**src/rtl/cam_cfg_sequencer.sv**
```systemverilog
// Walks the shared OV7670 config ROM once per camera request, issuing SCCB writes
// with NACK/timeout retry, millisecond delay entries and round-robin camera arbitration.
module cam_cfg_sequencer #(
  parameter int ROM_AW       = 8,
  parameter int CLK_HZ       = 100_000_000,
  parameter int MAX_RETRY    = 3,
  parameter int WAIT_TIMEOUT = 65535
) (
  input  logic              clk,
  input  logic              reset,
  input  logic [1:0]        cfg_req,
  output logic              cfg_busy,
  output logic [1:0]        cfg_done,
  output logic [1:0]        cfg_err,
  output logic              cam_sel,
  output logic [ROM_AW-1:0] rom_addr,
  input  logic [15:0]       rom_data,
  output logic              sccb_start,
  output logic [7:0]        sccb_reg,
  output logic [7:0]        sccb_val,
  input  logic              sccb_busy,
  input  logic              sccb_done,
  input  logic              sccb_nack,
  output logic [2:0]        dbg_state
);

  localparam int MS_CYC = CLK_HZ / 1000;
  localparam int DLY_W  = $clog2(255 * MS_CYC + 1);

  typedef enum logic [2:0] {
    S_IDLE, S_FETCH, S_DECODE, S_ISSUE, S_WAIT, S_DELAY, S_FINISH
  } state_t;

  state_t            state_q, state_d;
  logic [1:0]        pending_q, pending_d;
  logic              rr_last_q, rr_last_d;
  logic              cam_sel_q, cam_sel_d;
  logic [ROM_AW-1:0] rom_addr_q, rom_addr_d;
  logic [1:0]        cfg_done_q, cfg_done_d;
  logic [1:0]        cfg_err_q, cfg_err_d;
  logic              sccb_start_q, sccb_start_d;
  logic [7:0]        sccb_reg_q, sccb_reg_d;
  logic [7:0]        sccb_val_q, sccb_val_d;
  logic [7:0]        retry_q, retry_d;
  logic [DLY_W-1:0]  dly_q, dly_d;
  logic [15:0]       wait_cnt_q, wait_cnt_d;

  logic       pick;
  logic [1:0] pend_clr;
  logic [1:0] cam_mask;
  logic       adv;
  logic       fail;

  always_ff @(posedge clk or negedge reset) begin
    if (!reset) begin
      state_q      <= S_IDLE;
      pending_q    <= 2'b11;
      rr_last_q    <= 1'b1;
      cam_sel_q    <= 1'b0;
      rom_addr_q   <= '0;
      cfg_done_q   <= 2'b00;
      cfg_err_q    <= 2'b00;
      sccb_start_q <= 1'b0;
      sccb_reg_q   <= 8'h00;
      sccb_val_q   <= 8'h00;
      retry_q      <= 8'h00;
      dly_q        <= '0;
      wait_cnt_q   <= 16'h0000;
    end else begin
      state_q      <= state_d;
      pending_q    <= pending_d;
      rr_last_q    <= rr_last_d;
      cam_sel_q    <= cam_sel_d;
      rom_addr_q   <= rom_addr_d;
      cfg_done_q   <= cfg_done_d;
      cfg_err_q    <= cfg_err_d;
      sccb_start_q <= sccb_start_d;
      sccb_reg_q   <= sccb_reg_d;
      sccb_val_q   <= sccb_val_d;
      retry_q      <= retry_d;
      dly_q        <= dly_d;
      wait_cnt_q   <= wait_cnt_d;
    end
  end

  always_comb begin
    state_d      = state_q;
    rr_last_d    = rr_last_q;
    cam_sel_d    = cam_sel_q;
    rom_addr_d   = rom_addr_q;
    cfg_done_d   = cfg_done_q;
    cfg_err_d    = cfg_err_q;
    sccb_start_d = 1'b0;
    sccb_reg_d   = sccb_reg_q;
    sccb_val_d   = sccb_val_q;
    retry_d      = retry_q;
    dly_d        = dly_q;
    wait_cnt_d   = wait_cnt_q;
    pend_clr     = 2'b00;
    adv          = 1'b0;
    fail         = 1'b0;
    // With both cameras pending, the one not served last wins.
    pick     = (pending_q == 2'b11) ? ~rr_last_q : pending_q[1];
    cam_mask = cam_sel_q ? 2'b10 : 2'b01;

    case (state_q)
      S_IDLE: begin
        if (|pending_q) begin
          pend_clr   = pick ? 2'b10 : 2'b01;
          cam_sel_d  = pick;
          rr_last_d  = pick;
          cfg_done_d = cfg_done_q & ~pend_clr;
          cfg_err_d  = cfg_err_q & ~pend_clr;
          rom_addr_d = '0;
          retry_d    = 8'h00;
          state_d    = S_FETCH;
        end
      end
      S_FETCH: state_d = S_DECODE;
      S_DECODE: begin
        if (rom_data == 16'hFFFF) begin
          state_d = S_FINISH;
        end else if (rom_data[15:8] == 8'hF0) begin
          dly_d = DLY_W'(rom_data[7:0]) * DLY_W'(MS_CYC);
          if (rom_data[7:0] == 8'h00) adv = 1'b1;
          else state_d = S_DELAY;
        end else begin
          sccb_reg_d = rom_data[15:8];
          sccb_val_d = rom_data[7:0];
          state_d    = S_ISSUE;
        end
      end
      S_ISSUE: begin
        if (!sccb_busy) begin
          sccb_start_d = 1'b1;
          wait_cnt_d   = 16'h0000;
          state_d      = S_WAIT;
        end
      end
      S_WAIT: begin
        if (sccb_done) begin
          if (!sccb_nack) begin
            retry_d = 8'h00;
            adv     = 1'b1;
          end else begin
            fail = 1'b1;
          end
        end else if (wait_cnt_q == 16'(WAIT_TIMEOUT)) begin
          fail = 1'b1;
        end else begin
          wait_cnt_d = wait_cnt_q + 16'h0001;
        end
        // A failed write is re-issued unchanged until the retry budget is spent.
        if (fail) begin
          if (retry_q >= 8'(MAX_RETRY)) begin
            cfg_err_d = cfg_err_q | cam_mask;
            retry_d   = 8'h00;
            state_d   = S_IDLE;
          end else begin
            retry_d = retry_q + 8'h01;
            state_d = S_ISSUE;
          end
        end
      end
      S_DELAY: begin
        if (dly_q <= DLY_W'(1)) adv = 1'b1;
        else dly_d = dly_q - DLY_W'(1);
      end
      S_FINISH: begin
        cfg_done_d = cfg_done_q | cam_mask;
        state_d    = S_IDLE;
      end
      default: state_d = S_IDLE;
    endcase

    // The last ROM slot ends the pass so the address never wraps.
    if (adv) begin
      if (rom_addr_q == '1) begin
        state_d = S_FINISH;
      end else begin
        rom_addr_d = rom_addr_q + ROM_AW'(1);
        state_d    = S_FETCH;
      end
    end

    pending_d = (pending_q & ~pend_clr) | cfg_req;
  end

  assign cfg_busy   = (state_q != S_IDLE);
  assign cfg_done   = cfg_done_q;
  assign cfg_err    = cfg_err_q;
  assign cam_sel    = cam_sel_q;
  assign rom_addr   = rom_addr_q;
  assign sccb_start = sccb_start_q;
  assign sccb_reg   = sccb_reg_q;
  assign sccb_val   = sccb_val_q;
  assign dbg_state  = state_q;

endmodule

```
**config.mk**
```make
export PLATFORM = sky130hd
export DESIGN_NAME = cam_cfg_sequencer
export DESIGN_NICKNAME = d
export VERILOG_FILES = /design/src/rtl/cam_cfg_sequencer.sv
export SDC_FILE = /design/constraint.sdc
export NUM_CORES = 1
export LEC_CHECK = 0
export ABC_CLOCK_PERIOD_IN_PS = 2300
export CAP_MARGIN = 20
export CELL_PAD_IN_SITES_DETAIL_PLACEMENT = 1
export CELL_PAD_IN_SITES_GLOBAL_PLACEMENT = 1
export CORE_MARGIN = 3
export CORE_UTILIZATION = 41
export DETAILED_ROUTE_END_ITERATION = 12
export PLACE_DENSITY = 0.76
export SLEW_MARGIN = 20
export SYNTH_ARGS = -nofsm -noshare
export SYNTH_HDL_FRONTEND = slang
export SYNTH_SLANG_ARGS = --single-unit
```
**constraint.sdc**
```tcl
create_clock -name clk -period 2.3 [get_ports clk]
set_input_delay 0.345 -clock clk [delete_from_list [all_inputs] [get_ports clk]]
set_output_delay 0.345 -clock clk [all_outputs]
set_load 0.005 [all_outputs]
```
# --- Yosys cells after proc, flatten, opt, wreduce, memory -nomap -nowiden ---
# Index checks and enable logic that the tools add are counted.
totals:
  latch_bits: 0
  romBits: 0
  input_bits: 23
  mem_bits_rw: 0
  reg_bits: 85
  memories: 0
  word_cells: 126
classes:
  n_shift: 0
  bitwise_logic: 11
  eq_ne: 27
  reduce_logical: 16
  div: 0
  multipliers: 1
  muxes: 52
  add_sub_neg: 4
  order_cmp: 2
op_table:
  columns: ["op", "count"]
  rows:
  - ["$mux 25", 3]
  - ["$mux 8", 9]
  - ["$pmux 25 s2", 1]
  - ["$mux 16", 3]
  - ["$eq 16x16->1 const B", 2]
  - ["$pmux 16 s2", 1]
  - ["$le 25x1->1 const B", 1]
  - ["$sub 25x1->25 const B", 1]
  - ["$mux 3", 8]
  - ["$mul 8x12->20 const B", 1]
  - ["$ne 2x2->1 const B", 10]
  - ["$mux 2", 9]
  - ["$pmux 3 s6", 1]
  - ["$add 16x1->16 const B", 1]
  - ["$add 8x1->8 const B", 2]
  - ["$eq 8x8->1 const B", 2]
  - ["$pmux 8 s2", 1]
  - ["$reduce_and 4->1", 4]
  - ["$ne 3x3->1 const B", 5]
  - ["$mux 1", 13]
  - ["$eq 3x3->1 const B", 3]
  - ["$ge 8x2->1 const B", 1]
  - ["$logic_not 8->1", 1]
  - ["$pmux 2 s2", 2]
  - ["other kinds (16)", 28]

# --- Longest topological paths before layout ---
logic_depth:
  depth_word: 8
  mapped_depth: 13

# --- Least setup slack after synthesis ---
# No wires, ideal clock.
synth_path:
  path_kind: "input-to-reg"
  start: "input rom_data[2]"
  end: "register dly_q[23]"
  setup_slack_ns: -1.406
  stages: 13
  t_arrival_ns: 3.586
  setup_time_ns: 0.120
  path_cell_list: "ha_1 > ha_1 > inv_1 > fa_1 > inv_1 > fa_1 > ha_1 > a211oi_1 > o21bai_1 > o211ai_1 > a21oi_1 > or3_1 > a31o_2"
synth_via:
  elab_chain_len: 4
synth_lines:
  columns: ["element", "line", "text"]
  rows:
  - ["from (decl)", "17", "input logic [15:0] rom_data,"]
  - ["$mul 8x12->20", "124", "dly_d = DLY_W'(rom_data[7:0]) * DLY_W'(MS_CYC);"]
  - ["$mux 25", "123", "end else if (rom_data[15:8] == 8'hF0) begin"]
  - ["$mux 25", "121", "if (rom_data == 16'hFFFF) begin"]
  - ["$pmux 25 s2", "106", "case (state_q)"]
  - ["to (signal assigned)", "81", "dly_q <= dly_d;"]
  - ["to (decl)", "45", "logic [DLY_W-1:0] dly_q, dly_d;"]
# Several ways; a longest one is shown, not always the timed one. The select of a mux whose other input is x is not followed.
# A chain may end at the register's enable or synchronous reset.

# --- Final worst setup path ---
layout_path:
  start: "input rom_data[4]"
  end: "register dly_q[23]"
# The elaborated chain is that of the path after synthesis.

==> run summary <==
Status - finished, violations left
Failing checks - negative setup slack
Clock Skew - 0.0173 ns
Final net count - 924
Pwr Density - 1070 nW/µm²
Clock-pin slew on the worst setup and hold paths - 0.08 ns
Worst Setup End Kind - flip-flop
Max Cap Viol - 0
Final hold viol count - 0
Worst Setup Start Kind - input port
Core outline area - 14000 µm²
Fin crit share - 157%
Reg2Reg Setup Slack - -0.45 ns
Routability cong. - 0.870
Post-Route WL - 27300 µm
Via count - 6415
FF/Latch Area - 2130 µm²
Worst min path class - in -> async
Die area - 15900 µm²
Worst path max stage delay - 0.59 ns
Largest area contributor in the netlist - dfrtp_1
Worst-margin pin slew - 0.856 ns
Max clock buf depth - 2
Final setup margin - -1.32 ns
R2r startpoint - dly_q[17]
Fmax - 0.276 GHz
Top cells by area, synth - dfrtp_1, ha_1, fa_1, nor2_1, o21ai_0
Hold Buf Count CTS - 0
Critical path class - in -> reg
Post-Syn Area per Cell - 9.44 µm²
Top flop regs - dly_q: 25 flops, wait_cnt_q: 16 flops
Multi-input gate area - 4450 µm²
N_diodes - 0
DRC Markers - 0
Via/cell ratio - 6.34
Synth cell types - 69
Number of global-route vias before repair - 6985
Global Route Usage Sum - 31.5%
Initial antenna violation count - 1
Primary FF master, synth - dfrtp_1
Largest net degree at the start of global routing - 48
Max reg flops - 25
RSZ-0062 raised after global routing - true
Clock sinks - 85
PortBufs - 56
Sequential share of the synthesized area - 35.9%
Largest delay contributor family on the critical path - adder cells
Cell area after synthesis - 5930 µm²
Reg2reg end - dly_q[23]
Layout cells sized above 1 - 37.0%
Die width - 126 µm
Most frequent cell after synthesis - dfrtp_1
Syn_nets - 725
Initial DRC count - 520
Seq cells post-synth - 85
Max Slew Vio Count - 0
Crit-path cells - buf_8 -> buf_4 -> ha_4 -> fa_2 -> fa_2 -> ha_4 -> ha_4 -> o21ai_2 -> o21bai_4 -> o211ai_1 -> a21oi_2 -> or3_1 -> a31o_2
Worst reg-to-reg path cell count - 8
Die H - 126 µm
Final setup violation count - 36
Worst-path fanout max - 4
Hpwl dp - 15300 µm
Final ANT Viol Nets - 0
DR WL/cell - 27.0 µm
Filler instances - 1502
CP arrival - 3.86 ns
Maximum vdd drop - 486 µV
DRT Pass-1 Iters - 8
Clk_lat worst skew - 0.37 ns
Data required time of the worst path - 2.54 ns
Synth warn - 0
Worst path bufs/invs - 2
Most common cell on crit path - ha_4
Num CTS Buffers - 9
H-Tree Depth - 3
Min cycle time layout - 3.62 ns
Starting Density - 42.4%
GRT overflow - 0
Post-route cell area - 9010 µm²
Most flops, register - dly_q
Worst path slowest cell - fa_2
Static leakage - 3.84 nW
Final setup TNS - -18.72 ns
CTS root buffer - clkbuf_16
Post-synthesis async set-or-reset flop share - 100%
# rows - 43
Commonest cells post-synth - dfrtp_1, ha_1, nor2_1, nand2_1, o21ai_0
Area after DPL - 7680 µm²
First-pass GRT wire length - 39500 µm
Slew margin rel. - 42.7%
P&R area growth vs syn - 52.0%
I/O Pins - 57
Post-synth EDFFs - 0
CTS tree - done
Synth top area share - 34.6%
Post-Syn Instances - 628
==> logic make-up after synthesis <==
group / share of synthesized area, %
AO/OA/AOI/OAI: 17.9
AND/OR/NAND/NOR: 18.6
multiplexers: 3.86
flip-flops: 35.9
XOR/XNOR: 3.84
adder cells (fa/ha/maj): 17.1
buffers and inverters: 2.76
==> worst max-delay path by stage <==
stage | startpoint | endpoint | slack [ns] | cells past startpoint
2_1_floorplan | rom_data[2] | dly_q[23] | -1.11 | 13
3_5_place_dp | rom_data[2] | dly_q[23] | -2.02 | 13
4_1_cts | rom_data[4] | dly_q[23] | -1.09 | 14
3_3_place_gp | rom_data[4] | dly_q[23] | -1.79 | 14
5_1_grt | rom_data[4] | dly_q[22] | -1.40 | 15
6_report | rom_data[4] | dly_q[23] | -1.32 | 13
==> cell usage in the layout (no fill, tap or decap), types with 6 or more instances in the layout <==
| cell type | instances |
|---|---|
| ha_1 | 40 |
| mux2i_1 | 6 |
| clkbuf_16 | 9 |
| a21oi_1 | 30 |
| nor3_1 | 22 |
| nand2_1 | 46 |
| buf_6 | 16 |
| inv_1 | 19 |
| nand3_1 | 14 |
| o21ai_1 | 12 |
| fa_1 | 7 |
| xnor2_1 | 15 |
| dfrtp_1 | 82 |
| nor2_1 | 58 |
| o21ai_2 | 14 |
| o21ai_0 | 18 |
| ha_4 | 21 |
| buf_4 | 131 |
| nor4_1 | 6 |
| nand4_1 | 7 |
| a21o_1 | 7 |
| clkdlybuf4s50_1 | 47 |
| mux2_2 | 15 |
| nand2b_1 | 6 |
| o211ai_1 | 9 |
| xor2_1 | 7 |
| a21oi_2 | 6 |
==> final cells by class <==
| type | count | share of cell area [%] |
|---|---|---|
| Clock buffer | 9 | 2.50 |
| Clock inverter | 7 | 1.15 |
| Inverter | 21 | 0.875 |
| Multi-Input combinational cell | 504 | 49.4 |
| Sequential cell | 85 | 23.6 |
| Tap cell | 180 | 2.50 |
| Timing Repair Buffer | 206 | 19.9 |
==> per-layer routing <==
metal | track usage (%) | wire (µm) | vias to the layer above
met3 | 5.00 | 1280 | 129
met1 | 35.5 | 10300 | 3268
met5 | 0 | 13 | -
met2 | 55.0 | 13800 | 283
li1 | - | - | 2733
met4 | 20.4 | 1840 | 2
==> per-stage QoR <==
step | cells | hold WS (ns) | worst slack [ns] | total power, mW | utilization (%)
after floorplan | 628 | 0.0494 | -1.11 | 4.53 | -
after global placement | 962 | 0.415 | -1.79 | 6.23 | 54.9
after detailed placement | 962 | 0.425 | -2.02 | 6.50 | 54.9
after CTS | 1005 | 0.0384 | -1.09 | 8.74 | 61.9
after global routing | 1012 | 0.0729 | -1.40 | 10.1 | 64.4
final | 1012 | 0.0289 | -1.32 | 9.66 | 64.4
==> timing repair <==
action / 4_1_cts / 5_1_grt
gates cloned: 2 / 0
setup endpoints to repair: 55 / 43
pin swaps: 62 / 36
buffers inserted: 26 / 12
resized for setup: 119 / 66
==> where the power goes <==
part | switching, mW | internal (mW) | leakage (nW)
Combinational | 2.93 | 2.62 | 2.59
Clock | 0.719 | 0.969 | 0.161
Sequential | 0.441 | 1.97 | 1.09
(Power assumes the default switching activity.)
